===== src/rtl/keypad_entry_ctrl.sv =====
// Keypad number-entry sequencer: press gate, 8-digit BCD edit buffer, BCD-to-binary commit, valid/ack hold.
// Optional KEYPAD_ENTRY_NEG_EN adds an 'A'-toggled sign flag and a two's-complement commit.
module keypad_entry_ctrl #(
  parameter int unsigned RELEASE_CYCLES = 3_000_000,
  parameter int unsigned MAX_DIGITS     = 8
) (
  input  logic        clk,
  input  logic        rst_n,
  input  logic [7:0]  key_coord,
  input  logic        req,
  input  logic        ack,
  output logic [31:0] value,
  output logic        value_valid,
  output logic        entry_active,
  output logic [3:0]  digit_cnt,
  output logic [31:0] bcd_digits
);

  localparam int unsigned CW = $clog2(RELEASE_CYCLES + 1);

  localparam logic [3:0] KEY_A     = 4'd10;
  localparam logic [3:0] KEY_D     = 4'd13;
  localparam logic [3:0] KEY_STAR  = 4'd14;
  localparam logic [3:0] KEY_HASH  = 4'd15;

  typedef enum logic {G_ARMED, G_HELD} gate_t;
  typedef enum logic [1:0] {S_IDLE, S_ENTRY, S_CONVERT, S_DONE} state_t;

  // {valid, index} for an active-low one-hot nibble
  function automatic logic [2:0] decode_nibble(input logic [3:0] n);
    case (n)
      4'b0111: decode_nibble = 3'b100;
      4'b1011: decode_nibble = 3'b101;
      4'b1101: decode_nibble = 3'b110;
      4'b1110: decode_nibble = 3'b111;
      default: decode_nibble = 3'b000;
    endcase
  endfunction

  // Codes 0-9 are the digits themselves; 10-13 = A-D, 14 = '*', 15 = '#'
  function automatic logic [3:0] key_map(input logic [3:0] rc);
    case (rc)
      4'd0:  key_map = 4'd1;   4'd1:  key_map = 4'd2;
      4'd2:  key_map = 4'd3;   4'd3:  key_map = KEY_A;
      4'd4:  key_map = 4'd4;   4'd5:  key_map = 4'd5;
      4'd6:  key_map = 4'd6;   4'd7:  key_map = 4'd11;
      4'd8:  key_map = 4'd7;   4'd9:  key_map = 4'd8;
      4'd10: key_map = 4'd9;   4'd11: key_map = 4'd12;
      4'd12: key_map = KEY_STAR; 4'd13: key_map = 4'd0;
      4'd14: key_map = KEY_HASH; default: key_map = KEY_D;
    endcase
  endfunction

  logic [7:0]    key_reg;
  gate_t         gate_reg, gate_next;
  logic [CW-1:0] gate_cnt_reg, gate_cnt_next;
  logic          press_reg, press_next;
  logic [3:0]    press_code_reg, press_code_next;

  state_t        state_reg, state_next;
  logic [31:0]   bcd_reg, bcd_next;
  logic [3:0]    digit_cnt_reg, digit_cnt_next;
  logic [3:0]    idx_reg, idx_next;
  logic [31:0]   acc_reg, acc_next;
  logic [31:0]   value_reg, value_next;
`ifdef KEYPAD_ENTRY_NEG_EN
  logic          sign_reg, sign_next;
`endif

  logic [2:0] row_dec, col_dec;
  logic       key_ok, key_zero;
  logic [3:0] nib;

  assign row_dec  = decode_nibble(key_reg[7:4]);
  assign col_dec  = decode_nibble(key_reg[3:0]);
  assign key_ok   = row_dec[2] & col_dec[2];
  assign key_zero = (key_reg == 8'd0);
  assign nib      = 4'(bcd_reg >> {idx_reg - 4'd1, 2'b00});

  always_comb begin
    gate_next       = gate_reg;
    gate_cnt_next   = gate_cnt_reg;
    press_next      = 1'b0;
    press_code_next = press_code_reg;
    case (gate_reg)
      G_ARMED: begin
        if (key_ok) begin
          press_next      = 1'b1;
          press_code_next = key_map({row_dec[1:0], col_dec[1:0]});
          gate_next       = G_HELD;
          gate_cnt_next   = '0;
        end
      end
      default: begin
        // Invalid (non one-hot) codes neither clear nor advance the counter
        if (key_ok) begin
          gate_cnt_next = '0;
        end else if (key_zero) begin
          if (gate_cnt_reg == CW'(RELEASE_CYCLES - 1)) begin
            gate_next     = G_ARMED;
            gate_cnt_next = '0;
          end else begin
            gate_cnt_next = gate_cnt_reg + 1'b1;
          end
        end
      end
    endcase
  end

  always_comb begin
    state_next     = state_reg;
    bcd_next       = bcd_reg;
    digit_cnt_next = digit_cnt_reg;
    idx_next       = idx_reg;
    acc_next       = acc_reg;
    value_next     = value_reg;
`ifdef KEYPAD_ENTRY_NEG_EN
    sign_next      = sign_reg;
`endif
    case (state_reg)
      S_IDLE: begin
        if (req) begin
          state_next     = S_ENTRY;
          bcd_next       = '0;
          digit_cnt_next = '0;
`ifdef KEYPAD_ENTRY_NEG_EN
          sign_next      = 1'b0;
`endif
        end
      end
      S_ENTRY: begin
        if (press_reg) begin
          if (press_code_reg <= 4'd9) begin
            if (digit_cnt_reg < 4'(MAX_DIGITS)) begin
              bcd_next       = {bcd_reg[27:0], press_code_reg};
              digit_cnt_next = digit_cnt_reg + 4'd1;
            end
          end else if (press_code_reg == KEY_STAR) begin
            if (digit_cnt_reg != 4'd0) begin
              bcd_next       = bcd_reg >> 4;
              digit_cnt_next = digit_cnt_reg - 4'd1;
            end
          end else if (press_code_reg == KEY_D) begin
            bcd_next       = '0;
            digit_cnt_next = '0;
`ifdef KEYPAD_ENTRY_NEG_EN
            sign_next      = 1'b0;
`endif
          end else if (press_code_reg == KEY_HASH) begin
            state_next = S_CONVERT;
            acc_next   = '0;
            idx_next   = digit_cnt_reg;
`ifdef KEYPAD_ENTRY_NEG_EN
          end else if (press_code_reg == KEY_A) begin
            sign_next = ~sign_reg;
`endif
          end
        end
      end
      S_CONVERT: begin
        // Most significant digit first: acc*10 + next nibble
        if (idx_reg != 4'd0) begin
          acc_next = (acc_reg << 3) + (acc_reg << 1) + {28'd0, nib};
          idx_next = idx_reg - 4'd1;
        end else begin
`ifdef KEYPAD_ENTRY_NEG_EN
          value_next = sign_reg ? (~acc_reg + 32'd1) : acc_reg;
`else
          value_next = acc_reg;
`endif
          state_next = S_DONE;
        end
      end
      default: begin
        if (ack) state_next = S_IDLE;
      end
    endcase
  end

  always_ff @(posedge clk or negedge rst_n) begin
    if (!rst_n) begin
      key_reg        <= '0;
      gate_reg       <= G_ARMED;
      gate_cnt_reg   <= '0;
      press_reg      <= 1'b0;
      press_code_reg <= '0;
      state_reg      <= S_IDLE;
      bcd_reg        <= '0;
      digit_cnt_reg  <= '0;
      idx_reg        <= '0;
      acc_reg        <= '0;
      value_reg      <= '0;
`ifdef KEYPAD_ENTRY_NEG_EN
      sign_reg       <= 1'b0;
`endif
    end else begin
      key_reg        <= key_coord;
      gate_reg       <= gate_next;
      gate_cnt_reg   <= gate_cnt_next;
      press_reg      <= press_next;
      press_code_reg <= press_code_next;
      state_reg      <= state_next;
      bcd_reg        <= bcd_next;
      digit_cnt_reg  <= digit_cnt_next;
      idx_reg        <= idx_next;
      acc_reg        <= acc_next;
      value_reg      <= value_next;
`ifdef KEYPAD_ENTRY_NEG_EN
      sign_reg       <= sign_next;
`endif
    end
  end

  assign value        = value_reg;
  assign value_valid  = (state_reg == S_DONE);
  assign entry_active = (state_reg == S_ENTRY);
  assign digit_cnt    = digit_cnt_reg;
  assign bcd_digits   = bcd_reg;

endmodule


===== config.mk =====
export PLATFORM = sky130hd
export DESIGN_NAME = keypad_entry_ctrl
export DESIGN_NICKNAME = d
export VERILOG_FILES = /design/src/rtl/keypad_entry_ctrl.sv
export SDC_FILE = /design/constraint.sdc
export NUM_CORES = 1
export LEC_CHECK = 0
export CORE_ASPECT_RATIO = 1.75
export CORE_UTILIZATION = 55
export CTS_BUF_LIST = sky130_fd_sc_hd__clkbuf_2 sky130_fd_sc_hd__clkbuf_4 sky130_fd_sc_hd__clkbuf_8
export CTS_CLUSTER_DIAMETER = 40
export DETAILED_ROUTE_END_ITERATION = 16
export GPL_TIMING_DRIVEN = 0
export HOLD_SLACK_MARGIN = 0.02
export PLACE_DENSITY = 0.77
export SLEW_MARGIN = 20
export SYNTH_ARGS = -nofsm -noshare
export SYNTH_HDL_FRONTEND = slang
export SYNTH_SLANG_ARGS = --single-unit

===== constraint.sdc =====
create_clock -name clk -period 5.4 [get_ports clk]
set_clock_uncertainty 0.2 [all_clocks]
set_input_delay 1.08 -clock clk [delete_from_list [all_inputs] [get_ports clk]]
set_output_delay 1.08 -clock clk [all_outputs]
set_load 0.01 [all_outputs]

==> key figures, run 1 <==
Placement
  • I/O Buffers: 81
  • Pre-CTS WS: -0.526 ns
  • HPWL Detailed: about 15 mm
  • Gp weighted congestion: around 0.90

Critical path
  • Crit-path max FO: 9
  • Worst path max stage delay: 0.54 ns
  • Critical-path cell list: inv_1 -> ha_2 -> mux4_2 -> mux2_2 -> nand2_1 -> fa_1 -> fa_1 -> and2b_1 -> o2111ai_1 -> a31oi_2 -> a31oi_2 -> o31ai_2 -> a21oi_1 -> xor2_1 -> o21ai_0
  • CP arrival: between 5 and 6 ns
  • Reg2reg path depth: 15
  • Crit path depth: 15
  • Setup CP Type: flop to flop
  • Worst setup SP type: flop
  • Worst EP required: around 5.6 ns
  • Critical path's top delay family: compound AO/OA/AOI/OAI gates
  • WP buf/inv: 1
  • Slowest-stage cell, CP: mux4_2
  • Crit end category: flop

Flow run
  • MaxCap Viol Count: 0

CTS
  • Clk Latency, worst-skew pair: approximately 0.45 ns
  • Root buf cell: clkbuf_8
  • H-tree Lvls: 4
  • CTS tree: yes
  • Hold Buf Count CTS: 0
  • Num CTS Buffers: 17
  • Worst-case clock buffer depth: 2
  • CTS clk-pin slew, worst paths: around 0.09 ns
  • # clock sinks: roughly 140

Finish
  • Proportion of layout cells with a drive suffix above 1: 0.115
  • Area growth from synthesis to final layout: 17.8%
  • ANT cells: 0
  • Final Core Density: 0.660
  • Layout Nets: between 1000 and 1500

STA
  • Final Max Tran Viols: 0
  • Post-layout worst setup margin: ~0.5 ns
  • Relative slew slack: 0.617
  • Maximum clock rate: ~200 MHz
  • Hold Violations, Final: 0
  • Fin crit share: 0.910
  • Fin crit period: ~4.9 ns
  • Worst slew pin tran: approximately 0.57 ns
  • RSZ-0062 raised after global routing: no
  • Final Setup Violations: 0

Route
  • DRT antenna net count: 0
  • Avg WL per Cell: about 18 µm
  • DRC errors left: 0
  • Vias post-DR: 7146
  • Drt initial violations: about 380
  • DRT Pass-1 Iters: 6
  • Wirelength, routed: roughly 21 mm
  • Via/cell ratio: a little over 6

Synthesis
  • Syn_area_per_cell: 9.72 µm²
  • EDFF count, synth: 0
  • Mapped Cells: just under 900
  • Synth Flop Type: dfrtp_1
  • Synth async-reset ratio: 1.00
  • Distinct cell type count after synthesis: 66
  • Syn Std Cell Area: 8570 µm²
  • Register area share after synthesis: 0.414
  • Syn. warnings: 0
  • Net count after synthesis: between 900 and 1000
  • Post-synthesis register bit count: about 140

Pwr
  • VDD IR max: ~240 µV
  • Overall Power: 3.15 mW
  • PwrDens: 312 nW/µm²
  • P_leak: approximately 4.6 nW

Die
  • Top Ports: 82
  • Initial core utilization: 0.560
  • Die area: approximately 16000 µm²
  • Num rows: 60
  • Die H: between 150 and 200 µm
  • Core area: roughly 15000 µm²
  • Die Wd: roughly 96 µm

Run status
  • Status: complete, no violations

Worst hold path
  • Hold crit path type: flop to flop
  • Hold Path Stages: 2

Global route
  • Global-route wire length before repair: 34.8 mm
  • Gr ovfl total: 0
  • Vias in the first global route: ~7200
  • Largest net degree at the start of global routing: 90
  • Initial antenna violation count: 0
  • Total Routing Usage GR: 0.277
[Yosys cell counts (all sizes together) (14+ instances only)]
library cell / count / area share
ha: 74 / 0.11
nand3: 25 / 0.015
o31ai: 18 / 0.016
clkbuf: 26 / 0.012
mux2: 36 / 0.047
dfrtp: 142 / 0.41
a21oi: 51 / 0.030
xor2: 21 / 0.021
buf: 14 / 0.0092
xnor2: 18 / 0.018
inv: 21 / 0.0092
a22oi: 29 / 0.025
nand2: 114 / 0.050
o21ai: 114 / 0.067
and3: 17 / 0.012
nor2: 47 / 0.022
[worst register-to-register path: stages, from the launching register on]
cell	delay, ns
dfrtp_1	0.37
inv_1	0.07
ha_2	0.51
mux4_2	0.54
mux2_2	0.28
nand2_1	0.09
fa_1	0.46
fa_1	0.45
and2b_1	0.25
o2111ai_1	0.17
a31oi_2	0.36
a31oi_2	0.23
o31ai_2	0.42
a21oi_1	0.15
xor2_1	0.16
o21ai_0	0.15
[power breakdown]
group          internal [mW]  leakage, nW  switching [mW]
Sequential              1.13         1.94          0.0994
Combinational          0.333         2.50           0.618
Clock                  0.530        0.213           0.436
[cell families after synthesis]
kind of cell               after synthesis  synth area share
and+or+nand+nor                        254             0.138
buffers and inverters                   61            0.0301
muxes                                   55            0.0811
xor gates and xnor gates                39            0.0398
AOI/OAI and AO/OA                      255             0.184
adders and majority gates               76             0.113
DFF                                    142             0.414
[path summary, 6_finish.rpt]
check	slack [ns]	to	from
min in group asynchronous	0.34	value[10]	rst_n
hold / removal	0.31	acc_reg[31]	acc_reg[31]
setup / recovery	0.49	acc_reg[26]	idx_reg[1]
setup reg to reg	0.49	acc_reg[26]	idx_reg[1]
max in group asynchronous	3.84	idx_reg[0]	rst_n
hold reg to reg	0.31	acc_reg[31]	acc_reg[31]
[routing by layer]
layer / wire length (µm) / share of wire / vias up / GRT usage
met5: 0 / 0 / - / 0
met4: 742 / 0.036 / 0 / 0.133
met3: 797 / 0.038 / 47 / 0.0427
met2: 11400 / 0.55 / 203 / 0.501
met1: 7830 / 0.38 / 3507 / 0.307
li1: - / - / 3389 / -
[metrics by stage]
step	TNS, ns	hold WS [ns]	instance area (µm²)	instances
floorplan	0	0.250	8570	882
global placement	-379.13	0.264	9620	1149
CTS	0	0.308	10100	1180
detailed placement	-2.67	0.276	9650	1150
global route	0	0.333	10100	1181
finish	0	0.306	10100	1181
[cell type report]
type	instances	area, µm²
Buffer	38	171
Sequential cell	142	3550
Inverter	21	78.8
Fill cell	1307	5210
Timing Repair Buffer	83	851
Tap cell	186	233
Clock inverter	12	185
Multi-Input combinational cell	679	4760
Clock buffer	20	263
[placed cells by master, fill, tap and decap left out, types with 3 or more instances in the layout]
| master | netlist | final |
|---|---|---|
| a211oi_1 | 3 | 3 |
| a21o_1 | 10 | 10 |
| a21oi_1 | 51 | 51 |
| a22oi_1 | 29 | 29 |
| and3_1 | 17 | 17 |
| buf_2 | 9 | 9 |
| buf_4 | 2 | 3 |
| bufinv_16 | 0 | 4 |
| clkbuf_1 | 24 | 23 |
| clkbuf_8 | 0 | 18 |
| clkdlybuf4s50_1 | 0 | 80 |
| clkinvlp_4 | 0 | 4 |
| dfrtp_1 | 142 | 141 |
| ha_1 | 74 | 73 |
| inv_1 | 21 | 21 |
| mux2_2 | 36 | 36 |
| mux2i_1 | 11 | 11 |
| mux4_2 | 8 | 8 |
| nand2_1 | 113 | 113 |
| nand2b_1 | 6 | 6 |
| nand3_1 | 25 | 25 |
| nand4_1 | 13 | 13 |
| nor2_1 | 43 | 43 |
| nor2_2 | 4 | 4 |
| nor2b_1 | 6 | 6 |
| nor3_1 | 7 | 7 |
| o21ai_0 | 110 | 110 |
| o21ai_1 | 3 | 3 |
| o21bai_1 | 4 | 4 |
| o31ai_1 | 17 | 17 |
| o41ai_1 | 4 | 4 |
| xnor2_1 | 18 | 18 |
| xor2_1 | 21 | 21 |
[timing repair]
item	CTS	global route
pin swaps	0	0
setup buffers	0	1
resized for setup	1	1
endpoints found under the setup margin	9	2
No activity file was read; power rests on OpenSTA's default activity.
==> run 2, diff against run 1 <==
--- a/config.mk
+++ b/config.mk
@@ -5,14 +5,14 @@
 export SDC_FILE = /design/constraint.sdc
 export NUM_CORES = 1
 export LEC_CHECK = 0
-export CORE_ASPECT_RATIO = 1.75
+export ABC_AREA = 1
 export CORE_UTILIZATION = 55
 export CTS_BUF_LIST = sky130_fd_sc_hd__clkbuf_2 sky130_fd_sc_hd__clkbuf_4 sky130_fd_sc_hd__clkbuf_8
 export CTS_CLUSTER_DIAMETER = 40
 export DETAILED_ROUTE_END_ITERATION = 16
 export GPL_TIMING_DRIVEN = 0
 export HOLD_SLACK_MARGIN = 0.02
-export PLACE_DENSITY = 0.77
+export PLACE_DENSITY = 0.76
 export SLEW_MARGIN = 20
 export SYNTH_ARGS = -nofsm -noshare
 export SYNTH_HDL_FRONTEND = slang
==> run 2 against run 1 <==
  * Via count grew 22%
  * Sequential share of layout area shrank 2.8 points
  * Die area grew 10%
  * Maximum frequency shrank 2.6%
  * First-iteration DRC count grew 60%
  * Largest cell class unchanged
  * Count of clock-buffer cells in the layout shrank 1
  * Non-clock buffer count shrank 7
  * Highest routed layer unchanged
  * Critical path type unchanged
  * Final cell count grew 37%
  * Critical endpoint is now acc_reg[24]
  * Total power grew 43%
  * Critical path depth grew 9
  * Global-route usage is essentially flat
==> key figures, run 2 <==
Die
  • Die area: 17800 µm² (+10%)
  • Die H: 133 µm (-20%)
  • Core area: 16700 µm² (+9.1%)
  • Die Wd: 133 µm (+38%)
  • Initial core utilization: 0.568 (+0.00785)
  • Top Ports: 82 (unchanged)
  • Num rows: 47 (-22%)

Critical path
  • Slowest-stage cell, CP: ha_1
  • Reg2reg path depth: 24 (+9)
  • Crit-path max FO: 11 (+2)
  • Reg2reg setup slack: 0.36 ns (-0.13 ns)
  • Most frequent CP cell: nand2_1
  • Setup CP Type: flop to flop
  • Worst setup SP type: flop
  • Crit end category: flop
  • Critical-path cell list: clkbuf_1 -> inv_1 -> buf_2 -> buf_2 -> ha_1 -> clkinvlp_4 -> o21ai_0 -> a21oi_1 -> a211oi_1 -> nor3_1 -> ha_1 -> ha_1 -> inv_1 -> fa_1 -> inv_1 -> nand3_1 -> nand3_1 -> nand2_1 -> nand2_1 -> nand2_1 -> nand3_1 -> nand2_1 -> nand3_1 -> nand2_1
  • Worst path max stage delay: 0.55 ns (about the same)
  • RR Startpoint: idx_reg[0]
  • CP arrival: 5.19 ns (+0.11 ns)
  • Worst EP required: 5.55 ns (-0.02 ns)
  • Crit Reg-Reg Endpoint: acc_reg[24]

Synthesis
  • Post-synthesis register bit count: 142 (unchanged)
  • Mux contribution to synthesized area: 0.0166 (-0.0645)
  • Syn. warnings: 0 (unchanged)
  • Syn_area_per_cell: 7.34 µm² (-25%)
  • Biggest area consumer among synthesized cells: dfrtp_1
  • Synth Flop Type: dfrtp_1
  • Post-Synth Simple-Gate Area: 0.249 (+0.111)
  • Synth area leaders: dfrtp_1 (37%), nand2_1 (15%), ha_1 (9.8%), inv_1 (7.7%), nand3_1 (3.9%)
  • EDFF count, synth: 0 (unchanged)
  • Synth async-reset ratio: 1.00 (unchanged)
  • Main combinational cell family by area after synthesis: simple AND/OR/NAND/NOR gates
  • Synth top area share: 0.375 (-0.0397)
  • Net count after synthesis: 1380 (+42%)
  • Xor/xnor share of the synthesized area: 0.0212 (-0.0186)
  • List of most frequent post-synthesis cells: nand2_1 (369), inv_1 (195), dfrtp_1 (142), nor2_1 (79), ha_1 (74)
  • Register area share after synthesis: 0.375 (-0.0397)
  • Synth Area in Compound Gates: 0.136 (-0.0481)
  • Most common cell in the netlist: nand2_1
  • Distinct cell type count after synthesis: 43 (-35%)
  • Syn Std Cell Area: 9480 µm² (+11%)
  • Adder-cell share of the synthesized area: 0.102 (-0.0108)
  • Mapped Cells: 1292 (+46%)

Global route
  • Largest net degree at the start of global routing: 100 (+11%)
  • Gr ovfl total: 0 (unchanged)
  • Initial antenna violation count: 0 (unchanged)
  • Global-route wire length before repair: 39.1 mm (+13%)
  • Total Routing Usage GR: 0.277 (about the same)
  • Vias in the first global route: 8190 (+13%)

Route
  • Avg WL per Cell: 14.5 µm (-18%)
  • DRC errors left: 0 (unchanged)
  • Wirelength, routed: 23.5 mm (+13%)
  • Via/cell ratio: 5.35 (-12%)
  • DRT antenna net count: 0 (unchanged)
  • DRT Pass-1 Iters: 5 (-1)
  • Vias post-DR: 8691 (+22%)
  • Drt initial violations: 609 (+60%)

Worst hold path
  • Hold crit path type: input port to asynchronous set/reset pin

CTS
  • H-tree Lvls: 4 (unchanged)
  • Clk Latency, worst-skew pair: 0.46 ns (about the same)
  • CTS clk-pin slew, worst paths: 0.09 ns (about the same)
  • Post-CTS setup buffer count: 0 (unchanged)
  • CTS tree: yes
  • Post_cts resized: 0 (-1)
  • Worst-case clock buffer depth: 2 (unchanged)
  • Num CTS Buffers: 17 (unchanged)
  • # clock sinks: 142 (unchanged)
  • Root buf cell: clkbuf_8
  • Hold Buf Count CTS: 0 (unchanged)

STA
  • RSZ-0062 raised after global routing: no
  • Fin crit period: 5.04 ns (+0.130 ns)
  • Worst slew pin tran: 0.619 ns (+0.0477 ns)
  • Setup TNS: 0 ns (unchanged)
  • Relative slew slack: 0.584 (-0.0322)
  • Maximum clock rate: 198 MHz (-2.6%)
  • Final Max Tran Viols: 0 (unchanged)
  • Final Setup Violations: 0 (unchanged)
  • Hold Violations, Final: 0 (unchanged)
  • Fin crit share: 0.934 (+0.0242)

Flow run
  • MaxCap Viol Count: 0 (unchanged)

Run status
  • Status: complete, no violations

Placement
  • HPWL Detailed: 18.0 mm (+17%)
  • Gp weighted congestion: 0.952 (+5.8%)
  • I/O Buffers: 81 (unchanged)
  • Area after DPL: 10600 µm² (+9.8%)

Finish
  • Filler cell count: 1525 (+17%)
  • Layout Nets: 1480 (+38%)
  • Proportion of layout cells with a drive suffix above 1: 0.0627 (-0.0519)
  • Most frequent cells in the layout: nand2_1 (369), inv_1 (195), dfrtp_1 (142)
  • Post-route cell area: 11000 µm² (+8.6%)
  • ANT cells: 0 (unchanged)
  • Most common cell after layout, fill and taps aside: nand2_1
  • Area growth from synthesis to final layout: 15.7%

Pwr
  • PwrDens: 410 nW/µm² (+32%)
  • VDD IR max: 267 µV (+12%)
  • P_leak: 5.50 nW (+18%)
-- run 2: kinds of logic (layout without fill, tap and decap cells) --
group                    Yosys count  count (layout)
AND/OR/NAND/NOR                  569             569
XOR/XNOR                          23              23
adder cells (fa/ha/maj)           76              76
buffers and inverters            239             350
multiplexers                      14              14
flip-flops                       142             142
AO/OA/AOI/OAI                    229             229
-- run 2: layout make-up --
class / count / area [µm²] / share of cell area
Multi-Input combinational cell: 911 / 4970 / 0.453
Sequential cell: 142 / 3550 / 0.324
Timing Repair Buffer: 82 / 843 / 0.0769
Inverter: 206 / 779 / 0.0711
Tap cell: 220 / 275 / 0.0251
Clock buffer: 19 / 249 / 0.0227
Buffer: 32 / 176 / 0.0161
Clock inverter: 11 / 121 / 0.0111
-- run 2: per-stage QoR --
step / hold slack [ns] / setup WS, ns / utilization / cells / power, mW
6_report: 0.289 / 0.355 / 0.657 / 1623 / 4.50
5_1_grt: 0.296 / 0.0339 / 0.657 / 1623 / 4.85
4_1_cts: 0.286 / 0.246 / 0.657 / 1624 / 4.50
3_5_place_dp: 0.276 / 0.255 / 0.635 / 1594 / 3.66
3_3_place_gp: 0.264 / -2.71 / 0.633 / 1593 / 3.60
2_1_floorplan: 0.245 / 1.42 / - / 1292 / 2.93
-- run 2: where the power goes --
group	switching [mW]	internal, mW
logic	1.36	0.842
registers	0.184	1.27
clock network	0.425	0.412
-- run 2: routing by layer --
metal | routed length (µm) | global-route usage | vias to the layer above
met5 | 0 | 0 | -
met4 | 573 | 0.102 | 0
met3 | 1070 | 0.0476 | 41
met2 | 11100 | 0.456 | 235
met1 | 10800 | 0.367 | 4015
li1 | - | - | 4400
-- run 2: worst max-delay path, delay by kind of cell (launching register included) --
kind | cells | cell delay (ns)
AND/OR/NAND/NOR | 10 | 1.07
AO/OA/AOI/OAI | 3 | 0.54
buffers and inverters | 7 | 1.32
adder cells (fa/ha/maj) | 4 | 1.47
flip-flops | 1 | 0.32
-- run 2: how the worst max path moves through the flow --
stage / startpoint / to / slack, ns / depth (start not counted)
finish: idx_reg[0] / acc_reg[24] / 0.36 / 24
global route: idx_reg[0] / acc_reg[24] / 0.03 / 24
CTS: idx_reg[0] / acc_reg[24] / 0.25 / 25
detailed placement: idx_reg[0] / acc_reg[24] / 0.26 / 25
global placement: rst_n / gate_cnt_reg[21] / -2.71 / 1
floorplan: idx_reg[0] / acc_reg[26] / 1.42 / 25
